## src/rtl/fix_pkg.sv

```systemverilog
// Shared types and ASCII constants for the FIX field assembly path.
// Imported by the tag accumulator and by the field assembler.
package fix_pkg;

    typedef enum logic [1:0] {
        K_TAG_BYTE = 2'd0,
        K_TAG_END  = 2'd1,
        K_VAL_BYTE = 2'd2,
        K_VAL_END  = 2'd3
    } kind_t;

    typedef enum logic [1:0] {
        S_IDLE,
        S_TAG,
        S_VALUE,
        S_HOLD
    } state_t;

    localparam logic [7:0] SOH  = 8'h01;
    localparam logic [7:0] EQ   = 8'h3D;
    localparam logic [7:0] ZERO = 8'h30;
    localparam logic [7:0] NINE = 8'h39;

    function automatic logic is_digit(input logic [7:0] b);
        return (b >= ZERO) && (b <= NINE);
    endfunction

endpackage

```

## src/rtl/fix_tag_accum.sv

```systemverilog
// One decimal step of the tag number: acc*10 + digit, with digit check and
// saturation at all-ones when the result no longer fits in TAG_W bits.
module fix_tag_accum
    import fix_pkg::*;
#(
    parameter int TAG_W = 16
) (
    input  logic [TAG_W-1:0] acc_i,
    input  logic [7:0]       data_i,
    output logic [TAG_W-1:0] acc_o,
    output logic             err_o
);

    // Four spare bits hold acc*10 + 9 for any TAG_W-bit accumulator.
    logic [TAG_W+3:0] wide;

    always_comb begin
        wide  = ({4'd0, acc_i} * (TAG_W+4)'(10)) + (TAG_W+4)'(data_i - ZERO);
        acc_o = acc_i;
        err_o = 1'b0;
        if (!is_digit(data_i)) begin
            err_o = 1'b1;
        end else if (wide > {4'd0, {TAG_W{1'b1}}}) begin
            acc_o = '1;
            err_o = 1'b1;
        end else begin
            acc_o = wide[TAG_W-1:0];
        end
    end

endmodule

```

## src/rtl/fix_field_assembler.sv

```systemverilog
// Assembles one FIX tag=value field from the classified byte stream and
// holds it on a valid/ready output until the decoder takes it.
module fix_field_assembler
    import fix_pkg::*;
#(
    parameter int TAG_W   = 16,
    parameter int MAX_VAL = 16,
    parameter int LEN_W   = 5
) (
    input  logic                 clk,
    input  logic                 rst_n,
    input  logic                 in_valid,
    output logic                 in_ready,
    input  kind_t                in_kind,
    input  logic [7:0]           in_data,
    output logic                 field_valid,
    input  logic                 field_ready,
    output logic [TAG_W-1:0]     field_tag,
    output logic [LEN_W-1:0]     field_len,
    output logic [MAX_VAL*8-1:0] field_val,
    output logic                 field_err
);

    state_t               state_q;
    logic [TAG_W-1:0]     tag_q;
    logic [LEN_W-1:0]     len_q;
    logic [MAX_VAL*8-1:0] val_q;
    logic                 err_q;
    logic                 valid_q;

    logic [TAG_W-1:0]     tag_d;
    logic                 tag_err;
    logic                 accept;
    logic                 handoff;
    logic                 len_full;

    function automatic logic [MAX_VAL*8-1:0] put_byte(
        input logic [MAX_VAL*8-1:0] vbuf,
        input logic [LEN_W-1:0]     idx,
        input logic [7:0]           b
    );
        logic [MAX_VAL*8-1:0] r;
        r = vbuf;
        for (int i = 0; i < MAX_VAL; i++) begin
            if (idx == LEN_W'(i)) r[i*8 +: 8] = b;
        end
        return r;
    endfunction

    // The first tag digit starts from zero rather than the previous field's tag.
    fix_tag_accum #(.TAG_W(TAG_W)) u_tag_accum (
        .acc_i  ((state_q == S_IDLE) ? '0 : tag_q),
        .data_i (in_data),
        .acc_o  (tag_d),
        .err_o  (tag_err)
    );

    assign in_ready = !valid_q;
    assign accept   = in_valid && in_ready;
    assign handoff  = valid_q && field_ready;
    assign len_full = (len_q >= LEN_W'(MAX_VAL));

    // The working registers freeze in HOLD and double as the output snapshot.
    assign field_valid = valid_q;
    assign field_tag   = tag_q;
    assign field_len   = len_q;
    assign field_val   = val_q;
    assign field_err   = err_q;

    // NOTE: every register below uses <= so all of them update from the same
    // pre-edge values; a blocking = here would let later lines see new values.
    always_ff @(posedge clk or negedge rst_n) begin
        if (!rst_n) begin
            state_q <= S_IDLE;
            tag_q   <= '0;
            len_q   <= '0;
            // NOTE: the value buffer is reset too, because it is visible on
            // field_val and must read as zero out of reset.
            val_q   <= '0;
            err_q   <= 1'b0;
            valid_q <= 1'b0;
        end else begin
            case (state_q)
                S_IDLE: if (accept) begin
                    case (in_kind)
                        K_TAG_BYTE: begin
                            state_q <= S_TAG;
                            tag_q   <= tag_d;
                            err_q   <= tag_err;
                            len_q   <= '0;
                            val_q   <= '0;
                        end
                        K_TAG_END: begin
                            state_q <= S_VALUE;
                            tag_q   <= '0;
                            err_q   <= 1'b1;
                            len_q   <= '0;
                            val_q   <= '0;
                        end
                        default: ; // value events before any tag are resync noise
                    endcase
                end
                S_TAG: if (accept) begin
                    case (in_kind)
                        K_TAG_BYTE: begin
                            tag_q <= tag_d;
                            if (tag_err) err_q <= 1'b1;
                        end
                        K_TAG_END: state_q <= S_VALUE;
                        K_VAL_BYTE: begin
                            state_q <= S_VALUE;
                            err_q   <= 1'b1;
                            val_q   <= put_byte(val_q, len_q, in_data);
                            len_q   <= len_q + LEN_W'(1);
                        end
                        default: begin
                            state_q <= S_HOLD;
                            err_q   <= 1'b1;
                            valid_q <= 1'b1;
                        end
                    endcase
                end
                S_VALUE: if (accept) begin
                    case (in_kind)
                        K_VAL_BYTE: begin
                            if (len_full) begin
                                err_q <= 1'b1;
                            end else begin
                                val_q <= put_byte(val_q, len_q, in_data);
                                len_q <= len_q + LEN_W'(1);
                            end
                        end
                        K_VAL_END: begin
                            state_q <= S_HOLD;
                            valid_q <= 1'b1;
                        end
                        default: err_q <= 1'b1;
                    endcase
                end
                default: begin
                    if (handoff) begin
                        state_q <= S_IDLE;
                        valid_q <= 1'b0;
                    end
                end
            endcase
        end
    end

endmodule

```

## config.mk

```make
export PLATFORM = sky130hd
export DESIGN_NAME = fix_field_assembler
export DESIGN_NICKNAME = d
export VERILOG_FILES = /design/src/rtl/fix_pkg.sv /design/src/rtl/fix_tag_accum.sv /design/src/rtl/fix_field_assembler.sv
export SDC_FILE = /design/constraint.sdc
export NUM_CORES = 1
export LEC_CHECK = 0
export CORE_ASPECT_RATIO = 0.7
export CORE_MARGIN = 5
export CORE_UTILIZATION = 57
export DETAILED_ROUTE_END_ITERATION = 12
export PLACE_DENSITY_LB_ADDON = 0.3
export SLEW_MARGIN = 30
export SYNTH_ARGS = -nofsm -noshare
export SYNTH_HDL_FRONTEND = slang
export SYNTH_SLANG_ARGS = --single-unit
```

## constraint.sdc

```tcl
create_clock -name clk -period 8.5 [get_ports clk]
set_input_delay 2.125 -clock clk [delete_from_list [all_inputs] [get_ports clk]]
set_output_delay 2.125 -clock clk [all_outputs]
set_load 0.1 [all_outputs]
```

==> impl_metrics.yaml, run 1 <==
finish:
  post-route-util: 0.739
  final_layout_size_suffix_gt1_frac: 0.154
  final_area_sq_um: 10800
  n_fill_cell: 1033
  area_growth_pct: 27.5
  nets: 1028
placed_design:
  dp_hpwl_mm: 17.2
  place.gp.congestion: 0.904
  place_area_sq_um: 10300
  io_buffers: 165
clocking:
  root_buffer: "clkbuf_16"
  path_clk_slew_ns: 0.07
  cts_tree: "done"
  htreeDepth: 4
  post_cts_buffers: 0
  cts_hold_buf: 0
  cts-buffers-inserted: 17
  cts_resized: 0
  cts.sinks: 153
  clock_latency_ns: 0.43
  clockBufferDepth: 2
synth:
  synth_top_area_share: 0.451
  ys_dominant_reg_cell: "dfrtp_1"
  syn-num-nets: 869
  yosysUniqueCellTypes: 61
  synth_area_per_cell_sq_um: 10.6
  synth_edf_count: 0
  synth.most_common_cell: "dfrtp_1"
  ys_warn_count: 0
  synthTopCellsByArea: "dfrtp_1, mux2_2, ha_1, mux2_1, nand2_1"
  yosys.area.top_type: "dfrtp_1"
  ys_ff_latch: 153
  synth-async-reset-ratio: 1.00
  synth_cells: 799
  ys_seq_area_frac: 0.451
  syn-cell-area_sq_um: 8480
  synthTopCellsByCount: "dfrtp_1, nand2_1, mux2_2"
worst_setup_path:
  path_max_fanout: 17
  path_cells: "clkdlybuf4s50_1, ha_1, or3_1, inv_1, ha_1, a21oi_1, o21ai_0, nor3_1, a211oi_1, o21ai_1, xor2_4, nor3_1, o21ai_1"
  crit_path_max_incr_delay_ns: 0.57
  crit_arrival_ns: 6.31
  start_kind: "input port"
  worstSetupPathType: "in2reg"
  cpMaxStageDelayCell: "xor2_4"
  worstSetupEndpointType: "flip-flop"
  reg2reg_slack_ns: 3.06
  cp.required_ns: 8.85
die:
  num_rows: 37
  io_pins: 166
  initial_core_util: 0.580
  fp.dieH_um: 112
  die-width_um: 156
  core_sq_um: 14600
  die_area_sq_um: 17500
routing:
  drt.antenna.violating_nets: 0
  post_drt_wl_per_cell_um: 20.2
  drt_first_pass_iters: 5
  drcViolationCount: 0
  via_per_inst: 5.79
  drtIter0Drc: 540
  vias: 6753
  totalWireLength_mm: 23.5
pwr:
  powerDensity_nw_per_um2: 141
  power_frac_clock: 0.479
  intPower_w: 0.00113
  switching_share: 0.256
  comb_power_share: 0.043
  power_switching_w: 0.000391
  seqPwrFrac: 0.478
  power_w: 0.00152
  irDropWorstVdd_uv: 130
  p_leak_nw: 4.96
sta:
  fin_crit_ns: 5.96
  final-max-slew-violation-count: 0
  final-setup-viol-count: 0
  skew_ns: 0.0130
  rsz0062_at_grt: "false"
  fmax_ghz: 0.168
  hold_viol: 0
  final.setup.tns_ns: 0
  period_share: 0.701
  hold_ws_ns: 0.487
  max_slew.worst_pin.slew_ns: 1.04
  relSlewSlack: 0.306
global_route:
  antenna_found_initial: 0
  grt_pass1_vias: 6720
  grt_max_degree: 85
  grt_overflow: 0
  gr-usage-all-layers: 0.273
  grt_pass1_wl_mm: 37.5
job:
  cap_viol_max_count: 0
hold_path:
  hp-class: "reg2reg"
status:
  status: "completed"
==> sequential cells by signal (all words and copies together) (netlist names) <==
register	cells
field_err	1
field_len	5
field_tag	16
field_val	128
field_valid	1
state_q	2
==> power groups by stage <==
stage,clock (W),combinational [W],sequential [W]
after detailed placement,0,0.0000647,0.000742
final,0.000729,0.0000657,0.000728
after CTS,0.000736,0.0000648,0.000728
after floorplan,0,0.0000294,0.000745
after global routing,0.000767,0.0000722,0.000728
after global placement,0,0.0000643,0.000742
==> cells by family (layout without fill, tap and decap cells) <==
kind of cell | count (synthesis) | after routing | synth area share
xor gates and xnor gates | 35 | 35 | 0.0370
muxes | 106 | 106 | 0.140
other | 0 | 1 | 0
AOI/OAI and AO/OA | 177 | 177 | 0.133
buffers and inverters | 52 | 223 | 0.0249
adders and majority gates | 56 | 56 | 0.0835
and+or+nand+nor | 220 | 220 | 0.129
DFF | 153 | 153 | 0.451
==> critical path, delay by kind of cell <==
| family | cells | cell delay [ns] |
|---|---|---|
| adders and majority gates | 2 | 0.71 |
| xor gates and xnor gates | 1 | 0.57 |
| buffers and inverters | 2 | 0.95 |
| and+or+nand+nor | 3 | 0.98 |
| AOI/OAI and AO/OA | 5 | 0.97 |
==> path summary, 6_finish.rpt <==
kind,from,to,cells past startpoint
worst max-delay path,in_data[4],field_tag[9]$_DFFE_PN0P_,13
worst min-delay path,field_val[99]$_DFFE_PN0P_,field_val[99]$_DFFE_PN0P_,2
worst max register to register,state_q[1]$_DFFE_PN0P_,field_tag[4]$_DFFE_PN0P_,24
worst min register to register,field_val[99]$_DFFE_PN0P_,field_val[99]$_DFFE_PN0P_,2
max in group asynchronous,rst_n,field_val[121]$_DFFE_PN0P_,2
min in group asynchronous,rst_n,field_val[80]$_DFFE_PN0P_,1
==> layout make-up <==
type	instances	area, sq um	share of cell area
Antenna cell	1	2.50	0.000231
Clock buffer	17	425	0.0393
Clock inverter	14	133	0.0123
Inverter	21	78.8	0.00729
Multi-Input combinational cell	594	4450	0.412
Sequential cell	153	3830	0.354
Tap cell	195	244	0.0226
Timing Repair Buffer	171	1650	0.153
==> metrics by stage <==
step,setup slack (ns),instances
floorplan,3.29,799
global placement,2.12,1134
detailed placement,2.00,1134
CTS,2.44,1165
global route,2.33,1165
finish,2.54,1166
==> cells in the final DEF, fill, tap and decap left out, types with 27 or more instances in the layout <==
master,n
mux2_1,35
xnor2_1,27
o21ai_1,49
ha_1,55
clkdlybuf4s50_1,154
nand2_1,81
dfrtp_1,153
a21oi_1,29
nor2_1,37
mux2_2,69
nor2b_1,32
o21ai_0,30
==> metal layers <==
| metal | global-route usage | wire, um | vias to the layer above |
|---|---|---|---|
| met5 | 0 | 0 | - |
| met1 | 0.414 | 11300 | 3332 |
| li1 | - | - | 3169 |
| met3 | 0.0882 | 2120 | 17 |
| met4 | 0.0501 | 159 | 0 |
| met2 | 0.389 | 9930 | 235 |
Note: power is estimated with default switching activity, not from simulation.
==> inputs of run 2 (changes only) <==
--- a/config.mk
+++ b/config.mk
@@ -7,7 +7,7 @@
 export LEC_CHECK = 0
 export CORE_ASPECT_RATIO = 0.7
 export CORE_MARGIN = 5
-export CORE_UTILIZATION = 57
+export CORE_UTILIZATION = 53
 export DETAILED_ROUTE_END_ITERATION = 12
 export PLACE_DENSITY_LB_ADDON = 0.3
 export SLEW_MARGIN = 30
==> constraint.sdc (replaced) <==
create_clock -name clk -period 6 [get_ports clk]
set_input_delay 1.5 -clock clk [delete_from_list [all_inputs] [get_ports clk]]
set_output_delay 1.5 -clock clk [all_outputs]
set_load 0.1 [all_outputs]
==> run 2 against run 1 <==
Net effect: clock skew fell by 0.00088 ns; non-clock buffer count increased by 6; sequential cell count unchanged; largest cell class unchanged; highest routed layer unchanged.
==> impl_metrics.yaml, run 2 (synthesis gave the netlist of run 1 again) <==
clocking:
  root_buffer: "clkbuf_16"
  htreeDepth: 4
  cts.sinks: 153
  path_clk_slew_ns: 0.06
  cts_resized: 0
  clock_latency_ns: 0.41
  clockBufferDepth: 2
  cts_tree: "done"
  cts-buffers-inserted: 17
  post_cts_buffers: 0
  cts_hold_buf: 0
hold_path:
  worstHoldStart: "field_val[56]$_DFFE_PN0P_"
  hold_end: "field_val[56]$_DFFE_PN0P_"
  min_path_cells: 1
  hp-class: "reg2reg"
sta:
  relSlewSlack: 0.309
  rsz0062_at_grt: "false"
  hold_viol: 0
  final.setup.tns_ns: 0
  fmax_ghz: 0.179
  final-max-slew-violation-count: 0
  skew_ns: 0.0121
  period_share: 0.929
  final-setup-viol-count: 0
  fin_crit_ns: 5.58
  max_slew.worst_pin.slew_ns: 1.03
routing:
  totalWireLength_mm: 23.5
  drtIter0Drc: 550
  via_per_inst: 5.71
  drcViolationCount: 0
  drt.antenna.violating_nets: 0
  post_drt_wl_per_cell_um: 19.9
  drt_first_pass_iters: 5
  vias: 6728
global_route:
  antenna_found_initial: 0
  met3_usage: 0.0878
  grtUsageMet2: 0.365
  busiest_layer: "met1"
  grt_pass1_wl_mm: 37.4
  grt_max_degree: 106
  gr-usage-all-layers: 0.255
  grt_overflow: 0
  grt_pass1_vias: 6708
  grt_util_met1: 0.382
worst_setup_path:
  reg2regPathDepth: 24
  cp.required_ns: 6.29
  path_max_fanout: 16
  crit_path_max_incr_delay_ns: 0.45
  worstSetupEndpointType: "flip-flop"
  crit_buf_inv: 3
  path_depth: 24
  cpMaxStageDelayCell: "ha_1"
  path_cells: "inv_1, ha_1, nor2b_1, and2_1, ha_1, inv_1, fa_1, nor2b_1, o21a_1, o21ai_1, a21oi_1, o21ai_1, a31oi_1, nor2_1, xnor2_1, ha_1, a21oi_1, o21ai_0, o41a_1, a22oi_2, o211ai_4, buf_4, nor3_2, o21ai_1"
  r2r-end: "field_tag[12]$_DFFE_PN0P_"
  r2r-start: "state_q[0]$_DFFE_PN0P_"
  start_kind: "flip-flop"
  reg2reg_slack_ns: 0.42
  cp_top_family: "compound AO/OA/AOI/OAI gates"
  crit_arrival_ns: 5.86
  worstSetupPathType: "reg2reg"
die:
  io_pins: 166
  num_rows: 38
  die_area_sq_um: 18700
  core_sq_um: 15600
  initial_core_util: 0.544
  die-width_um: 161
  fp.dieH_um: 116
placed_design:
  io_buffers: 165
  dp_hpwl_mm: 17.5
  dp.cells: 1145
  place.gp.congestion: 0.944
  place_area_sq_um: 10300
finish:
  final_layout_size_suffix_gt1_frac: 0.157
  seqCellArea_sq_um: 3830
  mostFrequentLayoutCell: "clkdlybuf4s50_1"
  final_area_sq_um: 10900
  post-route-util: 0.698
  n_fill_cell: 1158
  stdcell_count: 1178
  final_cell_mix: "clkdlybuf4s50_1, dfrtp_1, nand2_1"
  nets: 1034
  multiInputGateArea_sq_um: 4440
  area_growth_pct: 28.4
  largest_register_ffs: 128
pwr:
  p_leak_nw: 5.00
  powerDensity_nw_per_um2: 200
  irDropWorstVdd_uv: 191
  power_w: 0.00218
status:
  status: "completed"
job:
  cap_viol_max_count: 0
## run 2: worst max-delay path by stage
stage	start	to	slack, ns
finish	state_q[0]$_DFFE_PN0P_	field_tag[12]$_DFFE_PN0P_	0.42
global route	state_q[0]$_DFFE_PN0P_	field_tag[11]$_DFFE_PN0P_	0.09
CTS	state_q[0]$_DFFE_PN0P_	field_tag[12]$_DFFE_PN0P_	0.56
detailed placement	in_data[4]	field_tag[12]$_DFFE_PN0P_	0.42
global placement	in_data[4]	field_tag[12]$_DFFE_PN0P_	0.42
floorplan	state_q[1]$_DFFE_PN0P_	field_tag[13]$_DFFE_PN0P_	1.09
## run 2: area by class of cell
class	count	area share
antenna	1	0.000230
clock buffer	18	0.0394
clock inverter	14	0.0138
inverter	21	0.00724
multi-input combinational	594	0.408
sequential	153	0.351
tap	200	0.0230
timing repair buffer	177	0.157
## run 2: where the power goes
part | total (W) | internal [W] | switching, W | leakage, nW
combinational | 0.0000938 | 0.0000295 | 0.0000643 | 2.60
sequential | 0.00103 | 0.00103 | 0.000000585 | 2.12
clock | 0.00105 | 0.000590 | 0.000465 | 0.276
total | 0.00218 | 0.00165 | 0.000529 | 5.00
## run 2: per-stage QoR
| stage | setup WS [ns] | hold slack [ns] |
|---|---|---|
| 2_1_floorplan | 1.09 | 0.520 |
| 3_5_place_dp | 0.417 | 0.474 |
| 3_3_place_gp | 0.420 | 0.466 |
| 4_1_cts | 0.560 | 0.488 |
| 6_report | 0.423 | 0.485 |
| 5_1_grt | 0.0873 | 0.507 |
## run 2: metal layers
metal,part of all wire,vias up,routed length (um)
li1,-,3166,-
met4,0.0088,0,207
met3,0.087,12,2050
met1,0.49,3313,11500
met2,0.42,237,9760
met5,0,-,0
==> inputs of run 3 (changes only) <==
--- a/config.mk
+++ b/config.mk
@@ -9,6 +9,7 @@
 export CORE_MARGIN = 5
 export CORE_UTILIZATION = 53
 export DETAILED_ROUTE_END_ITERATION = 12
+export HOLD_SLACK_MARGIN = 0.02
 export PLACE_DENSITY_LB_ADDON = 0.3
 export SLEW_MARGIN = 30
 export SYNTH_ARGS = -nofsm -noshare
==> results of run 3 <==
Same layout as run 2: the final DEF is identical, and so are final timing and power.
